==> src/rtl/ula_pkg.sv <==
// Shared constants for the 8-bit 74181-style ALU: mode select values and named function opcodes.
package ula_pkg;

   typedef logic [3:0] sel_t;

   localparam logic MODE_ARITH = 1'b0;
   localparam logic MODE_LOGIC = 1'b1;

   localparam sel_t S_PASS_A = 4'b0000;
   localparam sel_t S_DEC    = 4'b1111;
   localparam sel_t S_ALL1   = 4'b0011;
   localparam sel_t S_SUB_M1 = 4'b0110;
   localparam sel_t S_ADD    = 4'b1001;
   localparam sel_t S_DOUBLE = 4'b1100;

   localparam sel_t S_NOT_A  = 4'b0000;
   localparam sel_t S_NOR    = 4'b0001;
   localparam sel_t S_ZERO   = 4'b0011;
   localparam sel_t S_NAND   = 4'b0100;
   localparam sel_t S_XOR    = 4'b0110;
   localparam sel_t S_XNOR   = 4'b1001;
   localparam sel_t S_AND    = 4'b1011;
   localparam sel_t S_ONES   = 4'b1100;
   localparam sel_t S_OR     = 4'b1110;

endpackage

==> src/rtl/ula_8bits_if.sv <==
// Operand/result bundle of the ALU; master drives operands, slave returns registered results.
interface ula_8bits_if;
   import ula_pkg::*;

   logic [7:0] a;
   logic [7:0] b;
   sel_t       s;
   logic       m;
   logic       c_in;
   logic [7:0] f;
   logic       c_out;
   logic       a_eq_b;

   modport master (output a, b, s, m, c_in, input f, c_out, a_eq_b);
   modport slave  (input a, b, s, m, c_in, output f, c_out, a_eq_b);
endinterface

==> src/rtl/ula_74181.sv <==
// 4-bit combinational 74181-style slice (active-high data); chains through cn/cn4.
module ula_74181
   import ula_pkg::*;
(
   input  logic [3:0] a,
   input  logic [3:0] b,
   input  sel_t       s,
   input  logic       m,
   input  logic       cn,
   output logic [3:0] f,
   output logic       cn4,
   output logic       p,
   output logic       g,
   output logic       aeqb
);

   logic [3:0] x;
   logic [3:0] y;
   logic [4:0] sum;
   logic [4:0] gen_sum;

   always_comb begin
      x       = '0;
      y       = '0;
      sum     = '0;
      gen_sum = '0;
      f       = '0;
      cn4     = 1'b0;
      p       = 1'b0;
      g       = 1'b0;
      if (m == MODE_LOGIC) begin
         case (s)
            4'b0000: f = ~a;
            4'b0001: f = ~(a | b);
            4'b0010: f = ~a & b;
            4'b0011: f = 4'h0;
            4'b0100: f = ~(a & b);
            4'b0101: f = ~b;
            4'b0110: f = a ^ b;
            4'b0111: f = a & ~b;
            4'b1000: f = ~a | b;
            4'b1001: f = ~(a ^ b);
            4'b1010: f = b;
            4'b1011: f = a & b;
            4'b1100: f = 4'hF;
            4'b1101: f = a | ~b;
            4'b1110: f = a | b;
            default: f = a;
         endcase
      end else begin
         case (s)
            4'b0000: begin x = a;      y = 4'h0;    end
            4'b0001: begin x = a | b;  y = 4'h0;    end
            4'b0010: begin x = a | ~b; y = 4'h0;    end
            4'b0011: begin x = 4'h0;   y = 4'hF;    end
            4'b0100: begin x = a;      y = a & ~b;  end
            4'b0101: begin x = a | b;  y = a & ~b;  end
            4'b0110: begin x = a;      y = ~b;      end
            4'b0111: begin x = a & ~b; y = 4'hF;    end
            4'b1000: begin x = a;      y = a & b;   end
            4'b1001: begin x = a;      y = b;       end
            4'b1010: begin x = a | ~b; y = a & b;   end
            4'b1011: begin x = a & b;  y = 4'hF;    end
            4'b1100: begin x = a;      y = a;       end
            4'b1101: begin x = a | b;  y = a;       end
            4'b1110: begin x = a | ~b; y = a;       end
            default: begin x = a;      y = 4'hF;    end
         endcase
         sum     = {1'b0, x} + {1'b0, y} + {4'b0, cn};
         gen_sum = {1'b0, x} + {1'b0, y};
         f       = sum[3:0];
         cn4     = sum[4];
         // group propagate/generate for an external lookahead unit: cn4 == g | (p & cn)
         p       = &(x ^ y);
         g       = gen_sum[4];
      end
   end

   assign aeqb = &f;

endmodule

==> src/rtl/ula_8bits.sv <==
// 8-bit ALU built from two rippled 74181 slices, with registered f, c_out and all-ones flag.
module ula_8bits
   import ula_pkg::*;
(
   input  logic        clk,
   input  logic        rst,
   ula_8bits_if.slave  bus
);

   logic [3:0] f_lo;
   logic [3:0] f_hi;
   logic       c_mid;
   logic       c_hi;
   logic       aeq_lo;
   logic       aeq_hi;

   ula_74181 u_lo (
      .a    (bus.a[3:0]),
      .b    (bus.b[3:0]),
      .s    (bus.s),
      .m    (bus.m),
      .cn   (bus.c_in),
      .f    (f_lo),
      .cn4  (c_mid),
      .p    (),
      .g    (),
      .aeqb (aeq_lo)
   );

   ula_74181 u_hi (
      .a    (bus.a[7:4]),
      .b    (bus.b[7:4]),
      .s    (bus.s),
      .m    (bus.m),
      .cn   (c_mid),
      .f    (f_hi),
      .cn4  (c_hi),
      .p    (),
      .g    (),
      .aeqb (aeq_hi)
   );

   always_ff @(posedge clk or posedge rst) begin
      if (rst) begin
         bus.f      <= 8'h00;
         bus.c_out  <= 1'b0;
         bus.a_eq_b <= 1'b0;
      end else begin
         bus.f      <= {f_hi, f_lo};
         bus.c_out  <= c_hi;
         bus.a_eq_b <= aeq_lo & aeq_hi;
      end
   end

endmodule

==> src/flat_wrapper.sv <==
// flat-port wrapper written by rule: the top's interface ports become plain ports
module ula_8bits_flat import ula_pkg::*;
  (clk, rst, bus_a, bus_b, bus_s, bus_m, bus_c_in, bus_f, bus_c_out, bus_a_eq_b);
  ula_8bits_if bus_i ();
  input  logic clk;
  input  logic rst;
  input wire logic [$bits(bus_i.a)-1:0] bus_a;
  input wire logic [$bits(bus_i.b)-1:0] bus_b;
  input wire logic [$bits(bus_i.s)-1:0] bus_s;
  input wire logic [$bits(bus_i.m)-1:0] bus_m;
  input wire logic [$bits(bus_i.c_in)-1:0] bus_c_in;
  output wire logic [$bits(bus_i.f)-1:0] bus_f;
  output wire logic [$bits(bus_i.c_out)-1:0] bus_c_out;
  output wire logic [$bits(bus_i.a_eq_b)-1:0] bus_a_eq_b;
  assign bus_i.a = bus_a;
  assign bus_i.b = bus_b;
  assign bus_i.s = bus_s;
  assign bus_i.m = bus_m;
  assign bus_i.c_in = bus_c_in;
  assign bus_f = bus_i.f;
  assign bus_c_out = bus_i.c_out;
  assign bus_a_eq_b = bus_i.a_eq_b;
  ula_8bits u_core (.clk(clk), .rst(rst), .bus(bus_i));
endmodule
==> config.mk <==
export PLATFORM = sky130hd
export DESIGN_NAME = ula_8bits_flat
export DESIGN_NICKNAME = d
export VERILOG_FILES = /design/src/rtl/ula_pkg.sv /design/src/rtl/ula_8bits_if.sv /design/src/rtl/ula_74181.sv /design/src/rtl/ula_8bits.sv /design/src/flat_wrapper.sv
export SDC_FILE = /design/constraint.sdc
export NUM_CORES = 1
export LEC_CHECK = 0
export CAP_MARGIN = 5
export CORE_MARGIN = 2
export CORE_UTILIZATION = 55
export CTS_CLUSTER_SIZE = 30
export DETAILED_ROUTE_END_ITERATION = 6
export PLACE_DENSITY = 0.78
export SLEW_MARGIN = 5
export SYNTH_ARGS = -nofsm -noshare
export SYNTH_HDL_FRONTEND = slang
export SYNTH_SLANG_ARGS = --single-unit
==> constraint.sdc <==
create_clock -name clk -period 0.8 [get_ports clk]
set_input_delay 0.12 -clock clk [delete_from_list [all_inputs] [get_ports clk]]
set_output_delay 0.12 -clock clk [all_outputs]
set_load 0.02 [all_outputs]
==> flow_summary.toml <==
[global_routing]
grt_max_degree = 40
grt_pass1_vias = 4050
grt_pass1_wl_um = 20300
antenna_found_initial = 0
overflow = 0
gr-usage-all-layers_pct = 42.4

[timing]
rsz0062_at_grt = "yes"
fin_crit_sh_pct = 461
slew_headroom_pct = 49.2
tightest_slew_ns = 0.743
hold_violations = 0
drv_slew = 0
finalCriticalPeriod_ns = 3.69
max_freq_ghz = 0.271
setup_violations = 20
setup_ws_ns = -2.89

[worst_setup_path]
crit_path_top_delay_cell = "fa_2"
arrival_ns = 3.83
critPathMaxStageDelay_ns = 0.44
start_kind = "primary input"
critPathMostFrequentCell = "fa_2"
crit_chain = "buf_2, buf_4, mux2i_1, nor2_1, a21oi_2, o221ai_2, fa_2, a21o_1, a21oi_2, nor2_2, fa_2, inv_2, fa_2, o2bb2ai_2, a31oi_1, nand3_1, nor4_2"
end_kind = "flip-flop"
worstPathMaxFanout = 28
required_ns = 0.94
worstSetupPathType = "primary input to flip-flop"

[status]
status = "finished, violations left"
violations = "DRC, setup timing"

[logic_synthesis]
ys_seq_area_share_pct = 8.23
ys_ff_latch = 10
synth_area_leaders = "ha_1 16%, dfrtp_1 8.2%, a21oi_1 5.6%"
synth_cell_types = 67
ys.flop_type = "dfrtp_1"
synth_common_cells = "41 x nor2_1, 38 x ha_1, 34 x a21oi_1"
synth-edff-count = 0
synth_top_cell_by_area = "ha_1"
synth.most_common_cell = "nor2_1"
syn_inst = 404
syn_area_um2 = 3040
synthArstFlopShare_pct = 100
ys.warnings.count = 0
syn_nets = 470
synth.top_cell.area_share_pct = 15.6
avgSynthCellArea_um2 = 7.53

[floorplan]
die_h_um = 78.4
rows = 27
core-area_um2 = 5410
pin_count = 34
die_w_um = 78.4
die_area_um2 = 6140
initial_core_util_pct = 56.3

[finish]
finalNonFillerCells = 624
nets = 619
antenna_cells = 0
area_growth_pct = 54.2
drive_above_1_share_pct = 42.6
final_util_pct = 86.7

[route]
drc = 1
viasPerCell = 6.74
drtIter0Drc = 626
routedWlPerCell_um = 22.9
ant_nets = 0
dr.pass1.iters = 7
vias = 4206
wl_um = 14300

[placement]
dp_hpwl_um = 8570
numPortBuffers = 33
dp.cells = 595
gp_congestion = 0.976

[run]
maxCapViolCount = 0

[clocking]
cts_max_level = 1
clk_pin_slew_ns = 0.05
numCtsBuffers = 3
cts_max_path_buffers = 2
cts_tree = "yes"
clkSinkCount = 10
hold_buffers = 0
cts_root_buf = "clkbuf_8"

[power_and_ir_drop]
power_w = 0.00516
powerDensity_nw_per_um2 = 1100
p_leak_nw = 2.19
ir_worst_vdd_mv = 1.02

[hold_path]
min_path_type = "primary input to async pin"
==> flip-flops by register name, indices dropped and copies added (netlist names) <==
register and flops:
u_core.bus.f 8, u_core.bus.a_eq_b 1, u_core.bus.c_out 1
==> layout make-up <==
class | instances | area [um^2]
multi-input cells | 331 | 2700
inverters | 29 | 114
well taps | 72 | 90.1
clock buffers | 4 | 55.1
repair buffers | 178 | 1480
flip-flops and latches | 10 | 250
fillers | 283 | 718
==> logic make-up after synthesis <==
family                     count (synthesis)  synth area share, %
AOI/OAI and AO/OA                        139                 33.1
and+or+nand+nor                          131                 22.1
buffers and inverters                     63                 11.9
adders and majority gates                 42                 18.3
muxes                                     16                 5.51
DFF                                       10                 8.23
xor gates and xnor gates                   3                0.864
==> metal layers <==
metal / GRT usage [%] / vias to the layer above / share of wire, %
met5: 0 / - / 0
met3: 6.67 / 142 / 11
met4: 32.1 / 0 / 10
li1: - / 1782 / -
met2: 70.5 / 375 / 46
met1: 48.8 / 1907 / 33
==> through the flow <==
stage / hold WS [ns] / TNS, ns / cell area [um^2] / setup WS, ns
after floorplan: -0.0398 / -20.50 / 3170 / -2.77
after global placement: 0.402 / -28.82 / 4140 / -3.29
after detailed placement: 0.447 / -29.87 / 4140 / -3.50
after CTS: 0.191 / -19.99 / 4540 / -2.69
after global routing: 0.212 / -24.91 / 4690 / -3.14
final: 0.187 / -22.81 / 4690 / -2.89
==> layout by cell type, fill, tap and decap left out, drive strengths merged, types with 3 or more instances in the layout <==
cell           netlist  final
buf                 27    161
nor2                43     43
ha                  38     38
a21oi               35     35
inv                 29     29
nand2               25     25
o21ai               19     19
nand2b              16     16
mux2i               13     13
nor2b               13     13
clkdlybuf4s50        0     11
o22ai               11     11
dfrtp               10     10
o221ai              10     10
a221oi               8      8
nand3b               7      7
nand3                6      6
nor3                 5      5
a21o                 5      5
a31oi                5      5
a211oi               5      5
clkbuf               7      5
a22oi                5      5
a22o                 4      4
o211ai               4      4
and3                 4      4
fa                   4      4
dlygate4sd2          0      4
o31ai                3      3
a2111oi              3      3
mux2                 3      3
o2bb2ai              3      3
==> critical path, delay by kind of cell <==
family / cells / cell delay (ns)
buffers and inverters: 3 / 0.59
adder cells (fa/ha/maj): 3 / 1.23
multiplexers: 1 / 0.38
AO/OA/AOI/OAI: 6 / 0.98
AND/OR/NAND/NOR: 4 / 0.53
==> how the worst max path moves through the flow <==
stage,from,cells past startpoint,end,slack [ns]
detailed placement,bus_s[3],21,u_core.bus.a_eq_b,-3.50
global route,bus_s[0],17,u_core.bus.a_eq_b,-3.14
CTS,bus_s[3],20,u_core.bus.a_eq_b,-2.69
global placement,bus_s[3],20,u_core.bus.a_eq_b,-3.29
finish,bus_s[0],17,u_core.bus.a_eq_b,-2.89
floorplan,bus_s[2],21,u_core.bus.a_eq_b,-2.77
==> power breakdown <==
group          total, W  internal, W  switching [W]
logic           0.00384      0.00189        0.00195
registers      0.000662     0.000609      0.0000526
clock network  0.000661     0.000435       0.000227
==> repair_timing <==
item                                    in CTS  in global routing
setup buffers                               24                  6
pin swaps                                   25                 24
endpoints found under the setup margin      20                 20
resized for setup                          129                 24
Note: power is estimated with default switching activity, not from simulation.
==> patch (same flow settings) <==
Reset style: synchronous (`rst`), changed in one clocked block.
--- a/src/rtl/ula_8bits.sv
+++ b/src/rtl/ula_8bits.sv
@@ -41,5 +41,5 @@
    );
 
-   always_ff @(posedge clk or posedge rst) begin
+   always_ff @(posedge clk) begin
       if (rst) begin
          bus.f      <= 8'h00;
Behaviour: differs if rst is asserted again (counterexample within 4 cycles, from zero or initial values and one cycle with rst high); with rst held inactive, the same outputs for 10 cycles.
==> patch against the original RTL <==
- the flow now stops in global routing
- synthesized area is 6.4% lower
==> patch: results (changes against the original RTL) <==
{| class="wikitable"
! Metric !! Value
|-
| Number of placed instances, taps included || 595 (unchanged)
|-
| Asr flop ratio synth || 0% (was 100.0%)
|-
| Worst-path endpoint category || register data pin
|-
| Distinct cell type count of the synthesized netlist || 69 (was 67)
|-
| Top flip-flop cell by instance count after synthesis || sky130_fd_sc_hd__dfxtp_1 (was sky130_fd_sc_hd__dfrtp_1)
|-
| Worst slack at placement || -3297 ps (was -3502 ps)
|-
| Stage where the run ended || global routing
|-
| Tot GR Track Use || 70.68%
|-
| Total grt overflow || 7
|-
| Post-synthesis instance total || 400 (was 404)
|-
| Nets in the synthesized netlist || 466 (was 470)
|-
| Starting utilization of the core area || 56.45% (was 56.25%)
|-
| Count of input and output buffers || 33 (unchanged)
|-
| Status || stopped before the end (was finished with violations)
|-
| Area of the mapped netlist || 2846 sq um (was 3040 sq um)
|-
| Number of H-tree branching levels || 1 (unchanged)
|-
| Routability Congestion || 1.016 (was 0.9759)
|-
| Error msg || [ERROR GRT-0232] Routing congestion too high. Check the congestion heatmap in the GUI.
|-
| Maximum buffer depth of the clock tree || 2 (unchanged)
|-
| Post-synthesis sequential element count || 10 (unchanged)
|-
| Multiplexer share of the synthesized area || 2.154% (was 5.514%)
|-
| Dpl hpwl || 8.741 mm (was 8.571 mm)
|-
| Compound-gate portion of the synthesized area || 35.47% (was 33.13%)
|-
| Sequential share of the synthesized area || 7.033% (was 8.230%)
|-
| Root buffer selected by CTS || sky130_fd_sc_hd__clkbuf_8 (unchanged)
|-
| Xor/xnor share of the synthesized area || 1.231% (was 0.8642%)
|-
| Synth area leaders || sky130_fd_sc_hd__ha_1 17%, sky130_fd_sc_hd__dfxtp_1 7.0%, sky130_fd_sc_hd__nor2_1 6.2% (was sky130_fd_sc_hd__ha_1 16%, sky130_fd_sc_hd__dfrtp_1 8.2%, sky130_fd_sc_hd__a21oi_1 5.6%)
|-
| Yosys warning count || 0 (unchanged)
|-
| Adder-cell share of the synthesized area || 19.52% (was 18.27%)
|-
| Maximum number of pins on one net before global-route repair || 27
|-
| Worst endpoint from the post-global-route timing repair || u_core.bus.a_eq_b$_SDFF_PP0_/D
|-
| Top post-synthesis cells by count || 47 x sky130_fd_sc_hd__nor2_1, 38 x sky130_fd_sc_hd__ha_1, 33 x sky130_fd_sc_hd__a21oi_1 (was 41 x sky130_fd_sc_hd__nor2_1, 38 x sky130_fd_sc_hd__ha_1, 34 x sky130_fd_sc_hd__a21oi_1)
|-
| Number of clock buffers inserted by TritonCTS || 3 (unchanged)
|}
-- patch: cell count changes after synthesis, moves of 5 or more --
cell,before,now
sky130_fd_sc_hd__dfrtp_1,10,0
sky130_fd_sc_hd__dfxtp_1,0,10
sky130_fd_sc_hd__nand2b_1,16,7
sky130_fd_sc_hd__mux2i_1,13,5
sky130_fd_sc_hd__nor2b_1,13,5
sky130_fd_sc_hd__a22oi_1,5,12
sky130_fd_sc_hd__buf_2,9,16
sky130_fd_sc_hd__buf_6,13,6
sky130_fd_sc_hd__nor3_1,5,12
sky130_fd_sc_hd__nor2_1,41,47
sky130_fd_sc_hd__o21ai_0,18,13
sky130_fd_sc_hd__o221ai_1,10,5
-- patch: what timing repair did --
item,CTS
pin swaps,26
gates resized for setup,158
setup endpoints to repair,20
buffers inserted,30
cloned,1
-- patch: cells by family after synthesis --
kind of cell,after synthesis
simple gates,132
buf+inv,63
mux,6
compound gates,143
xor+xnor,4
flops,10
fa+ha+maj,42
-- patch: routing by layer --
metal / global-route usage [%] / overflow
met1: 72.41 / 0
met2: 89.46 / 4
met3: 53.10 / 0
met4: 66.91 / 3
met5: 10.91 / 0
-- patch: through the flow --
stage,area [sq um],TNS (ps)
4_1_cts,4588,-19430
3_5_place_dp,4051,-28570
3_3_place_gp,4051,-27640
2_1_floorplan,2938,-20760
